===== config.mk =====
export PLATFORM = sky130hd
export DESIGN_NAME = countdown_timer_ctrl
export DESIGN_NICKNAME = d
export VERILOG_FILES = /design/src/rtl/countdown_timer_ctrl_pkg.sv /design/src/rtl/down_counter_sync.sv /design/src/rtl/countdown_timer_ctrl.sv
export SDC_FILE = /design/constraint.sdc
export NUM_CORES = 1
export LEC_CHECK = 0
export ABC_AREA = 1
export BUFFER_PORTS_ARGS = -buffer_cell sky130_fd_sc_hd__buf_2
export CORE_UTILIZATION = 35
export CTS_CLUSTER_SIZE = 24
export DETAILED_ROUTE_END_ITERATION = 6
export MAX_ROUTING_LAYER = met4
export PLACE_DENSITY = 0.63
export SLEW_MARGIN = 20
export SYNTH_ARGS = -nofsm -noshare
export SYNTH_HDL_FRONTEND = slang
export SYNTH_SLANG_ARGS = --single-unit

===== constraint.sdc =====
create_clock -name clk -period 1.47 [get_ports clk]
set_clock_uncertainty 0.15 [all_clocks]
set_input_delay 0.294 -clock clk [delete_from_list [all_inputs] [get_ports clk]]
set_output_delay 0.294 -clock clk [all_outputs]
set_load 0.03 [all_outputs]

===== src/rtl/countdown_timer_ctrl_pkg.sv =====
// Shared types and helpers for the countdown timer controller.
// State encodings are fixed because they are exported on the debug state port.
package countdown_timer_ctrl_pkg;

    typedef enum logic [1:0] {
        ST_IDLE  = 2'd0,
        ST_RUN   = 2'd1,
        ST_PAUSE = 2'd2,
        ST_DONE  = 2'd3
    } timer_state_e;

    // Prescaler register width; at least one bit even when PRESCALE is 1.
    function automatic int unsigned presc_width(input int unsigned prescale);
        return (prescale > 1) ? $clog2(prescale) : 1;
    endfunction

endpackage


===== src/rtl/down_counter_sync.sv =====
// Synchronous loadable down-counter; load wins over enable and the value never wraps below 0.
module down_counter_sync #(
    parameter int unsigned WIDTH = 6
) (
    input  logic             clk,
    input  logic             rst,
    input  logic             load,
    input  logic             en,
    input  logic [WIDTH-1:0] d,
    output logic [WIDTH-1:0] q,
    output logic             zero_next
);

    logic [WIDTH-1:0] r_q;

    always_ff @(posedge clk or posedge rst) begin
        if (rst) begin
            r_q <= '0;
        end else if (load) begin
            r_q <= d;
        end else if (en && (r_q != '0)) begin
            r_q <= r_q - 1'b1;
        end
    end

    assign q         = r_q;
    assign zero_next = (r_q == WIDTH'(1)) && en;

endmodule


===== src/rtl/countdown_timer_ctrl.sv =====
// Countdown timer sequencer: command FSM, clock-enable prescaler and reload register
// driving a synchronous down-counter.
module countdown_timer_ctrl
    import countdown_timer_ctrl_pkg::*;
#(
    parameter int unsigned WIDTH    = 6,
    parameter int unsigned PRESCALE = 1
) (
    input  logic             clk,
    input  logic             rst,
    input  logic             start,
    input  logic             stop,
    input  logic             abort,
    input  logic             auto_reload,
    input  logic [WIDTH-1:0] load_val,
    output logic [WIDTH-1:0] count,
    output logic             busy,
    output logic             done,
    output logic [1:0]       state
);

    localparam int unsigned PW = presc_width(PRESCALE);
    localparam logic [PW-1:0] PRESC_LAST = PW'(PRESCALE - 1);

    timer_state_e     r_state;
    logic [PW-1:0]    r_presc;
    logic [WIDTH-1:0] r_reload;

    logic             w_tick;
    logic             w_load;
    logic             w_en;
    logic [WIDTH-1:0] w_d;
    logic             w_zero_next;

    assign w_tick = (r_presc == PRESC_LAST);

    // Counter control; abort clears the count through a load of zero.
    always_comb begin
        w_load = 1'b0;
        w_en   = 1'b0;
        w_d    = '0;
        if (abort) begin
            w_load = 1'b1;
        end else begin
            unique case (r_state)
                ST_IDLE: begin
                    if (start) begin
                        w_load = 1'b1;
                        w_d    = load_val;
                    end
                end
                ST_RUN: begin
                    if (!stop) begin
                        w_en = w_tick;
                    end
                end
                ST_DONE: begin
                    if (auto_reload && (r_reload != '0)) begin
                        w_load = 1'b1;
                        w_d    = r_reload;
                    end
                end
                default: ;
            endcase
        end
    end

    always_ff @(posedge clk or posedge rst) begin
        if (rst) begin
            r_state  <= ST_IDLE;
            r_presc  <= '0;
            r_reload <= '0;
        end else if (abort) begin
            r_state <= ST_IDLE;
            r_presc <= '0;
        end else begin
            unique case (r_state)
                ST_IDLE: begin
                    if (start) begin
                        r_reload <= load_val;
                        r_presc  <= '0;
                        r_state  <= (load_val != '0) ? ST_RUN : ST_DONE;
                    end
                end
                ST_RUN: begin
                    // A stop freezes the prescaler and suppresses this cycle's tick.
                    if (stop) begin
                        r_state <= ST_PAUSE;
                    end else begin
                        r_presc <= w_tick ? '0 : r_presc + 1'b1;
                        if (w_zero_next) begin
                            r_state <= ST_DONE;
                        end
                    end
                end
                ST_PAUSE: begin
                    if (start && !stop) begin
                        r_state <= ST_RUN;
                    end
                end
                ST_DONE: begin
                    if (auto_reload && (r_reload != '0)) begin
                        r_presc <= '0;
                        r_state <= ST_RUN;
                    end else begin
                        r_state <= ST_IDLE;
                    end
                end
                default: r_state <= ST_IDLE;
            endcase
        end
    end

    down_counter_sync #(
        .WIDTH(WIDTH)
    ) u_counter (
        .clk      (clk),
        .rst      (rst),
        .load     (w_load),
        .en       (w_en),
        .d        (w_d),
        .q        (count),
        .zero_next(w_zero_next)
    );

    assign busy  = (r_state == ST_RUN) || (r_state == ST_PAUSE);
    assign done  = (r_state == ST_DONE);
    assign state = r_state;

endmodule

==> results summary <==
The number of I/O pins came out at 22. Setup repair after global routing could not meet its margin everywhere. In this run the clock root is driven by a sky130_fd_sc_hd__clkbuf_4.

The clock tree from TritonCTS is built. The area growth from synthesis to layout came out at 46.4%. The routability congestion estimate came out at ~0.85. The final count of hold timing violations came to 0.

The post-route non-filler standard cell count came out at between 200 and 250. The count of unresolved DRC violations after routing is 2. The number of buffers on the longest clock path came out at 2. The core region is 0.00283 mm^2.

The first-pass GRT wire length is ~4800 um. The average size of a mapped cell is 7.14 um^2. The tree built by TritonCTS fans out to 14 sinks.

The remaining global-route overflow is 0. The fraction of layout cells with a size suffix above 1 is between 40% and 50%. The clock-pin slew on the worst setup and hold paths is around 0.1 ns. The final reports fail on design-rule violations, negative setup slack.

In this run the biggest area consumer among cell types represents 32.9% of the synthesized area. The worst path in the final design needs a cycle of 1.67 ns, including I/O delays and setup. The tightest min-delay check is of the in -> reg type. The placed instance count is around 210.

The first-pass iteration count of the detailed router came out at 7. The worst setup path is captured at a register. Adding up every negative setup slack in the final design gives -1.75 ns. The sum of routed wire length over all layers is 2810 um. In this run the worst setup path begins at state[0].

The clock reaches the later pin of the worst-skew pair after approximately 0.28 ns. The final number of setup-violating endpoints came out at 11. The worst voltage drop across the vdd grid came out at 767 uV. Dividing total power by cell area gives a power density of 2090 mW/mm^2. The layout has 279 filler cells. Summed over all instances, the cell type with the most area after synthesis is sky130_fd_sc_hd__dfrtp_1. The die span in x is 57.1 um. The gate count after technology mapping is 149. The number of antenna violations at the first check in global routing is 0. The number of nets in the final layout came out at 211. The total global-route track usage is 19.3%.

The largest fanout of any net on the critical path came out at 7. The run finished, with violations left. In this run the number of H-tree levels came out at 1. The number of buffers inserted by port buffering is 21.

By area the synthesized netlist is led by sky130_fd_sc_hd__dfrtp_1 (33%), sky130_fd_sc_hd__nand2_1 (15%), sky130_fd_sc_hd__nand3_1 (8.5%), sky130_fd_sc_hd__ha_1 (8.2%), sky130_fd_sc_hd__inv_1 (7.4%). The startpoint identified for the worst hold timing path is load_val[0]. The area of the die is 0.00326 mm^2.

The die boundary height is around 57 um. The number of max-cap violations came out at 0. Entering global routing, the biggest net connects 16 pins. The max-slew violation total from the final report is 0. The endpoint required time on the critical path came out at 1.53 ns.

The number of warning messages in the yosys log came out at 0. For this run, the register share of the synthesized area comes to 32.9%. At the pin with the least slew margin, the transition time is 0.371 ns.

The number of global-route vias before repair came to 1097. Dividing the final minimum period by the clock period gives 113%. Detailed placement ended at an HPWL of 2210 um. The floorplan has 19 rows. The number of storage elements in the synthesis netlist is 14. At the placement stage, the worst setup path has a slack of -0.190 ns. The number of vias per cell is 4.89. The startpoint-to-endpoint class of the critical path is reg -> reg. The leakage dissipation is 0.806 nW.

The iteration-0 DRC count of the detailed router is 64. Once placement finished, the instance area stood at 0.00137 mm^2. The worst relative slew slack came out at about three quarters. The initial core utilization came out at 37.6%.

The worst flop-to-flop path startpoint is state[0]. The number of nets produced by synthesis came out at 168. The worst setup path is launched from a register.

The count of nets left with antenna violations once routing finished came out at 0. In the final routed layout, each cell accounts on average for 12.6 um. The netlist uses 24 different library cells.

The area of the mapped netlist is about 0.0011 mm^2. At the worst endpoint, the arrival time is 1.73 ns. The number of clock buffers added by TritonCTS is 3. The slack of the critical path is -0.197 ns. The total area of sequential cells came out at between 300 and 400 um^2. The area of the multi-input gates came out at slightly above 700 um^2. The finished cells cover 0.00156 mm^2. The highest clock frequency the design can meet is 0.600 GHz. The routed via count came out at 1085.

The number of antenna diodes in the final layout is 0.
==> area by class of cell <==
type,instances,area share [%]
Clock buffer,4,2.33
Inverter,27,7.64
Multi-Input combinational cell,107,46.2
Tap cell,31,2.49
Sequential cell,14,22.7
Timing Repair Buffer,39,18.6
==> timing repair <==
item,CTS,global route
setup endpoints to repair,15,17
hold buffers,1,0
buffers inserted,3,2
pin swaps,7,5
cloned,0,0
resized for setup,21,12
endpoints found under the hold margin,8,0
==> critical path: stages (launching register included) <==
cell and delay (ns):
sky130_fd_sc_hd__dfrtp_2 0.45, sky130_fd_sc_hd__buf_6 0.14, sky130_fd_sc_hd__ha_4 0.17, sky130_fd_sc_hd__nand2_4 0.08, sky130_fd_sc_hd__inv_4 0.04, sky130_fd_sc_hd__nand2_4 0.06
sky130_fd_sc_hd__nand2_4 0.06, sky130_fd_sc_hd__nand2_8 0.09, sky130_fd_sc_hd__nand3_4 0.13, sky130_fd_sc_hd__clkinv_4 0.11, sky130_fd_sc_hd__nand2_1 0.05, sky130_fd_sc_hd__nand2_1 0.06
==> registers in the layout (all words and copies together) (netlist names) <==
register     cells
r_reload         6
state            2
u_counter.q      6
==> power breakdown <==
group          total (W)  switching [W]  internal [W]  leakage [nW]
Sequential      0.000735       0.000178      0.000557         0.176
Combinational    0.00224        0.00128      0.000954         0.609
Clock           0.000284       0.000133      0.000151        0.0210
Total            0.00325        0.00159       0.00166         0.806
==> synth_stat cells, drive strengths merged <==
master,count
dfrtp,14
nor2,8
nand4,4
xnor2,1
nand2,47
o22ai,4
inv,25
or2,1
nand3,20
clkinv,2
buf,1
ha,7
xor2,2
o21ai,13
==> cells by family (layout without fill, tap and decap cells) <==
logic type	after synthesis	after routing	synth area share, %
and+or+nand+nor	80	80	37.2
DFF	14	14	32.9
xor gates and xnor gates	3	3	2.47
AOI/OAI and AO/OA	17	17	8.47
buffers and inverters	28	70	10.7
adders and majority gates	7	7	8.23
==> per-stage QoR <==
stage	hold WS [ns]	power, W	util (%)
global placement	0.126	0.00258	48.4
finish	0.0774	0.00325	55.0
floorplan	0.0331	0.00206	-
detailed placement	0.131	0.00263	48.4
global route	0.0833	0.00352	55.0
CTS	0.0748	0.00314	53.0
==> metal layers <==
| layer | GRT usage, % | up-vias | share of wire, % |
|---|---|---|---|
| li1 | - | 560 | - |
| met1 | 22.4 | 498 | 43 |
| met2 | 35.3 | 25 | 52 |
| met3 | 2.49 | 2 | 3.9 |
| met4 | 4.18 | 0 | 0.57 |
| met5 | - | - | 0 |
==> worst paths after layout <==
path                                   to  slack [ns]  cells past startpoint
min                           r_reload[0]        0.08                      3
max reg2reg                u_counter.q[3]       -0.20                     11
max in group asynchronous     r_reload[1]        0.37                      4
min reg2reg                u_counter.q[4]        0.40                      2
max                        u_counter.q[3]       -0.20                     11
min in group asynchronous  u_counter.q[5]        0.36                      3
==> layout by cell type, fill, tap and decap left out, types with 2 or more instances in the layout <==
cell / netlist / routed
sky130_fd_sc_hd__buf_2: 1 / 16
sky130_fd_sc_hd__buf_4: 0 / 15
sky130_fd_sc_hd__buf_6: 0 / 6
sky130_fd_sc_hd__clkbuf_4: 0 / 3
sky130_fd_sc_hd__dfrtp_1: 14 / 12
sky130_fd_sc_hd__dfrtp_2: 0 / 2
sky130_fd_sc_hd__ha_1: 7 / 2
sky130_fd_sc_hd__ha_2: 0 / 2
sky130_fd_sc_hd__ha_4: 0 / 3
sky130_fd_sc_hd__inv_1: 21 / 18
sky130_fd_sc_hd__inv_2: 3 / 3
sky130_fd_sc_hd__inv_4: 1 / 5
sky130_fd_sc_hd__nand2_1: 43 / 33
sky130_fd_sc_hd__nand2_2: 2 / 8
sky130_fd_sc_hd__nand2_4: 2 / 5
sky130_fd_sc_hd__nand3_1: 18 / 16
sky130_fd_sc_hd__nand3_2: 1 / 3
sky130_fd_sc_hd__nand4_1: 4 / 4
sky130_fd_sc_hd__nor2_1: 4 / 4
sky130_fd_sc_hd__nor2_2: 2 / 2
sky130_fd_sc_hd__nor2_4: 2 / 2
sky130_fd_sc_hd__o21ai_0: 4 / 3
sky130_fd_sc_hd__o21ai_1: 9 / 7
sky130_fd_sc_hd__o21ai_2: 0 / 3
sky130_fd_sc_hd__o22ai_1: 4 / 4
sky130_fd_sc_hd__xor2_1: 2 / 2
Note: power is estimated with default switching activity, not from simulation.
